**src/rtl/adder_subtractor.sv**
```systemverilog
// adder_subtractor: registered N-bit two's-complement add/subtract with
// carry-out and signed-overflow flags, one-cycle latency, valid tracking.
// Optional build macro ADDSUB_SATURATE_EN clamps f to the signed extreme
// on overflow; without it the result always wraps modulo 2^N.

// Single full-adder cell; the arithmetic core is a ripple chain of these.
module adder_subtractor_fa (
    input  logic a,
    input  logic b,
    input  logic ci,
    output logic sum,
    output logic co
);
    assign sum = a ^ b ^ ci;
    assign co  = (a & b) | (a & ci) | (b & ci);
endmodule

module adder_subtractor #(
    parameter int N = 4
) (
    input  logic         clk,
    input  logic         rst_n,
    input  logic         in_valid,
    input  logic [N-1:0] x,
    input  logic [N-1:0] y,
    input  logic         s,
    output logic [N-1:0] f,
    output logic         cout,
    output logic         ov,
    output logic         out_valid
);
    localparam int STAGES = 1;

    logic [N-1:0]    yc;
    logic [N-1:0]    sum_c;
    logic [N:0]      c;
    logic            cout_c;
    logic            ov_c;
    logic [N-1:0]    f_nxt;
    logic [STAGES:0] vld_pipe;

    // Subtract is x + ~y + 1: invert y with s and feed s in as the carry.
    assign yc   = y ^ {N{s}};
    assign c[0] = s;

    adder_subtractor_fa u_fa [N-1:0] (
        .a   (x),
        .b   (yc),
        .ci  (c[N-1:0]),
        .sum (sum_c),
        .co  (c[N:1])
    );

    // Carry out of the MSB; overflow when carries into and out of it differ.
    assign cout_c = c[N];
    assign ov_c   = c[N] ^ c[N-1];

`ifdef ADDSUB_SATURATE_EN
    // On overflow clamp toward the sign of x (the sign the true result has).
    always_comb begin
        f_nxt = sum_c;
        if (ov_c)
            f_nxt = x[N-1] ? {1'b1, {(N-1){1'b0}}} : {1'b0, {(N-1){1'b1}}};
    end
`else
    // Plain wrap-around result.
    always_comb begin
        f_nxt = sum_c;
    end
`endif

    assign vld_pipe[0] = in_valid;
    assign out_valid   = vld_pipe[STAGES];

    // Valid strobe follows in_valid by one cycle; reset drops any pending result.
    always_ff @(posedge clk or negedge rst_n) begin
        if (!rst_n) vld_pipe[STAGES:1] <= '0;
        else        vld_pipe[STAGES:1] <= vld_pipe[STAGES-1:0];
    end

    // Result registers load only on in_valid so idle operands never leak in.
    always_ff @(posedge clk or negedge rst_n) begin
        if (!rst_n) begin
            f    <= '0;
            cout <= 1'b0;
            ov   <= 1'b0;
        end else if (in_valid) begin
            f    <= f_nxt;
            cout <= cout_c;
            ov   <= ov_c;
        end
    end
endmodule

```
**config.mk**
```make
export PLATFORM = sky130hd
export DESIGN_NAME = adder_subtractor
export DESIGN_NICKNAME = d
export VERILOG_FILES = /design/src/rtl/adder_subtractor.sv
export SDC_FILE = /design/constraint.sdc
export NUM_CORES = 1
export LEC_CHECK = 0
export CORE_AREA = 8 8 45 47
export CTS_BUF_LIST = sky130_fd_sc_hd__clkbuf_4 sky130_fd_sc_hd__clkbuf_8
export CTS_CLUSTER_SIZE = 10
export DETAILED_ROUTE_END_ITERATION = 7
export DIE_AREA = 0 0 53 55
export PLACE_DENSITY = 0.62
export SYNTH_ARGS = -nofsm -noshare
export SYNTH_HDL_FRONTEND = slang
export SYNTH_SLANG_ARGS = --single-unit
```
**constraint.sdc**
```tcl
create_clock -name clk -period 1.3 [get_ports clk]
set_input_delay 0.195 -clock clk [delete_from_list [all_inputs] [get_ports clk]]
set_output_delay 0.195 -clock clk [all_outputs]
set_load 0.02 [all_outputs]
```
# Word level (Yosys, flattened, before mapping)
# Cells that the tools add are included.
# word_totals
output_inout_bits	7
reg_bits	7
elab_cells	34
# classes
n_bitwise	30
# ops
operator	n
$and 1x1->1	12
$xor 1x1->1	9
$or 1x1->1	8
$xor 4x4->4	1

# Longest topological paths before layout
# depth
word_depth	14
ltp_mapped	6

# Hierarchy
# A second synthesis with hierarchy kept.
# unflattened
cells_unflattened	24
area_unflattened_um2	394.1
# modules_own_cells
module	seq_area_each_um2	cells_per_inst	n_inst	area_each_um2
adder_subtractor	175.2	20	1	314.1
adder_subtractor_fa	0.0	1	4	20.0

# Worst setup path after synthesis
# OpenSTA, ideal clock, no wires.
# synth_timing
kind	input -> register
startpoint	in y[0]
endpoint	reg f[3]
t_arrival_ns	1.981
cell_stages	5
setup_ns	0.125
slack_ns	-0.806
cell_sequence	mux2_2 -> fa_1 -> fa_1 -> fa_1 -> mux2_4
# synth_between
elab_chain_cells	11
word_cells_on_any_way	14
cone_classes	bitwise (14)
# synth_rtl
element	line_no	rtl
start, declared	25	input logic [N-1:0] y,
$xor 4x4->4 *	43	assign yc = y ^ {N{s}};
$and 1x1->1	15	assign co = (a & b) | (a & ci) | (b & ci);
$or 1x1->1	15	
$or 1x1->1 *	15	
$and 1x1->1	15	
$or 1x1->1	15	
$or 1x1->1 *	15	
$and 1x1->1	15	
$or 1x1->1	15	
$or 1x1->1 *	15	
$xor 1x1->1 *	14	assign sum = a ^ b ^ ci;
named net u_fa[3].sum	11	output logic sum,
end signal, assigned	88	f <= f_nxt;
end, declared	27	output logic [N-1:0] f,
# Mark *: on every way through the listed nets, which the timed path passes. The rest lies on a longest branch.
# A chain may end at the register's enable or synchronous reset.

# Final worst setup path
# Same ends and word-level chain as after synthesis.

==> out/metrics.csv <==
metric;value;unit
p_leak;0.313;nW
gp_congestion;0.644;
grt_max_degree;10;
htreeDepth;1;
root_buffer;clkbuf_4;
yosysWarnings;0;
synth-async-reset-ratio;100;%
max_stage_delay;0.41;ns
drc;0;
critical_path.slowest_cell;fa_2;
core_area;0.00138;sq mm
synth_seq_area_share;46.2;%
slew_viol_final;0;
diodes;0;
yosysTopAreaCellShare;46.2;%
portBuffers;18;
fin_nets;68;
max-slew-margin-rel;79.6;%
synth_cells;25;
gr-usage-met3;2.14;%
grt_pass1_wl;1420;um
status;complete, but fails checks;
via_per_inst;4.31;
violations;setup timing;
postRouteAntennaNets;0;
synth_area_per_cell;15.2;sq um
vias;293;
wl;846;um
fmax;550;MHz
cts_tree;yes;
n_fill_cell;133;
dp_hpwl;719;um
cp_max_fo;2;
cp.buffers_inverters;1;
hold_path.class;in -> async;
use_met2;11.1;%
worstPathArrival;1.96;ns
synth-seq-cells;7;
clockBufferDepth;2;
synth_edf_count;0;
cellPowerDensity;1260;mW/mm^2
drtIter0Drc;2;
cpMostUsedCell;fa_2;
grt_pass1_vias;339;
seq_area;175;sq um
yosysTopAreaCell;dfrtp_1;
antenna_found_initial;0;
maxCapViolCount;0;
die_area;0.00292;sq mm
track_usage;6.95;%
drtPass1Iterations;2;
synth.most_common_cell;dfrtp_1;
setup-tns-final;-1.62;ns
skew;0;ns
required;1.44;ns
drive_gt1_share;48.1;%
path_cells;buf_6 -> mux2_4 -> fa_2 -> fa_2 -> fa_2 -> mux2_4;
whs;0.192;ns
top_usage_layer;met2;
worstMarginPinSlew;0.306;ns
startpoint_type;input pin;
rsz0062_at_grt;true;
final.setup.worst_slack;-0.518;ns
finalCriticalPeriod;1.82;ns
cts_buffers;3;
start_util;27.4;%
netlist-cell-type-count;9;
grt_use_met1;6.23;%
multi_input_area;226;sq um
setup_viol;4;
insertion_delay;0.25;ns
grt_overflow;0;
crit_family;adder cells;
cts.sinks;7;
period_share;140;%
ir_drop;0.434;mV
path_clk_slew;0.05;ns
die_h;55;um
ys.flop_type;dfrtp_1;
ys_top_cells_by_count;dfrtp_1 (7), mux2_4 (4), fa_1 (3), xor2_1 (3);
final_hold_viol_count;0;
synth_area;379;sq um
endpoint_kind;flop;
rows;14;
die_width;53;um
wire_per_inst;12.4;um
synthToLayoutAreaGrowth;74.9;%
syn-num-nets;40;
io_pins;19;
synthTopCellsByArea;dfrtp_1 (46%), fa_1 (16%), mux2_4 (16%), xor2_1 (6.9%), xnor2_1 (4.6%);
path_class;in -> reg;
placed cells by master (no fill, tap or decap), drive strengths merged:
cell and count:
buf 9, dfrtp 7, dlygate4sd2 7, clkdlybuf4s50 6, mux2 5, clkbuf 5, fa 3, xor2 3
nor2 2, a21oi 2, xnor2 2, dlymetal6s2s 1
area by class of cell:
class | instances | area share [%]
tap | 16 | 3.02
clock buffer | 4 | 4.53
timing repair buffer | 24 | 31.9
sequential | 7 | 26.4
multi-input combinational | 17 | 34.2
kinds of logic after synthesis:
family | synth area share (%)
xor+xnor | 11.6
mux | 18.8
buf+inv | 2.97
compound gates | 2.64
flops | 46.2
simple gates | 1.98
fa+ha+maj | 15.8
where the power goes:
group / leakage, nW / internal [mW] / switching [mW] / total [mW]
Combinational: 0.214 / 0.177 / 0.147 / 0.324
Sequential: 0.0807 / 0.266 / 0.0249 / 0.291
Clock: 0.0184 / 0.138 / 0.0835 / 0.222
state kept, by name, summed over array words and instances, names as in the netlist:
signal and count:
f 4, out_valid 1, cout 1, ov 1
path summary, 6_finish.rpt:
check                      cells past startpoint    to  startpoint  slack (ns)
min in group clk                               4  f[0]        x[0]        0.34
hold reg to reg                                1  f[1]        f[1]        0.52
max in group asynchronous                      1  f[1]       rst_n        0.88
setup reg to reg                               1  cout        cout        0.53
setup / recovery                               6  f[3]        y[0]       -0.52
hold / removal                                 1  f[2]       rst_n        0.19
per-layer routing:
layer | part of all wire (%) | vias to the layer above
li1 | - | 134
met1 | 34 | 142
met2 | 53 | 13
met3 | 6.9 | 4
met4 | 6.0 | 0
met5 | 0 | -
stage by stage:
step | power [mW] | cells | instance area [sq um] | setup WS, ns | util, %
floorplan | 0.469 | 25 | 390 | -0.652 | -
global placement | 0.636 | 63 | 617 | -1.18 | 44.6
CTS | 0.845 | 67 | 642 | -0.702 | 46.4
finish | 0.836 | 68 | 663 | -0.518 | 47.9
global route | 0.895 | 68 | 663 | -0.537 | 47.9
detailed placement | 0.649 | 63 | 617 | -1.23 | 44.6
repair_timing:
action	CTS	global route
hold buffers	0	0
pin swaps	3	4
setup buffers	0	1
endpoints found under the setup margin	12	4
resized for setup	24	5
Power figures use the tool's default switching activity.
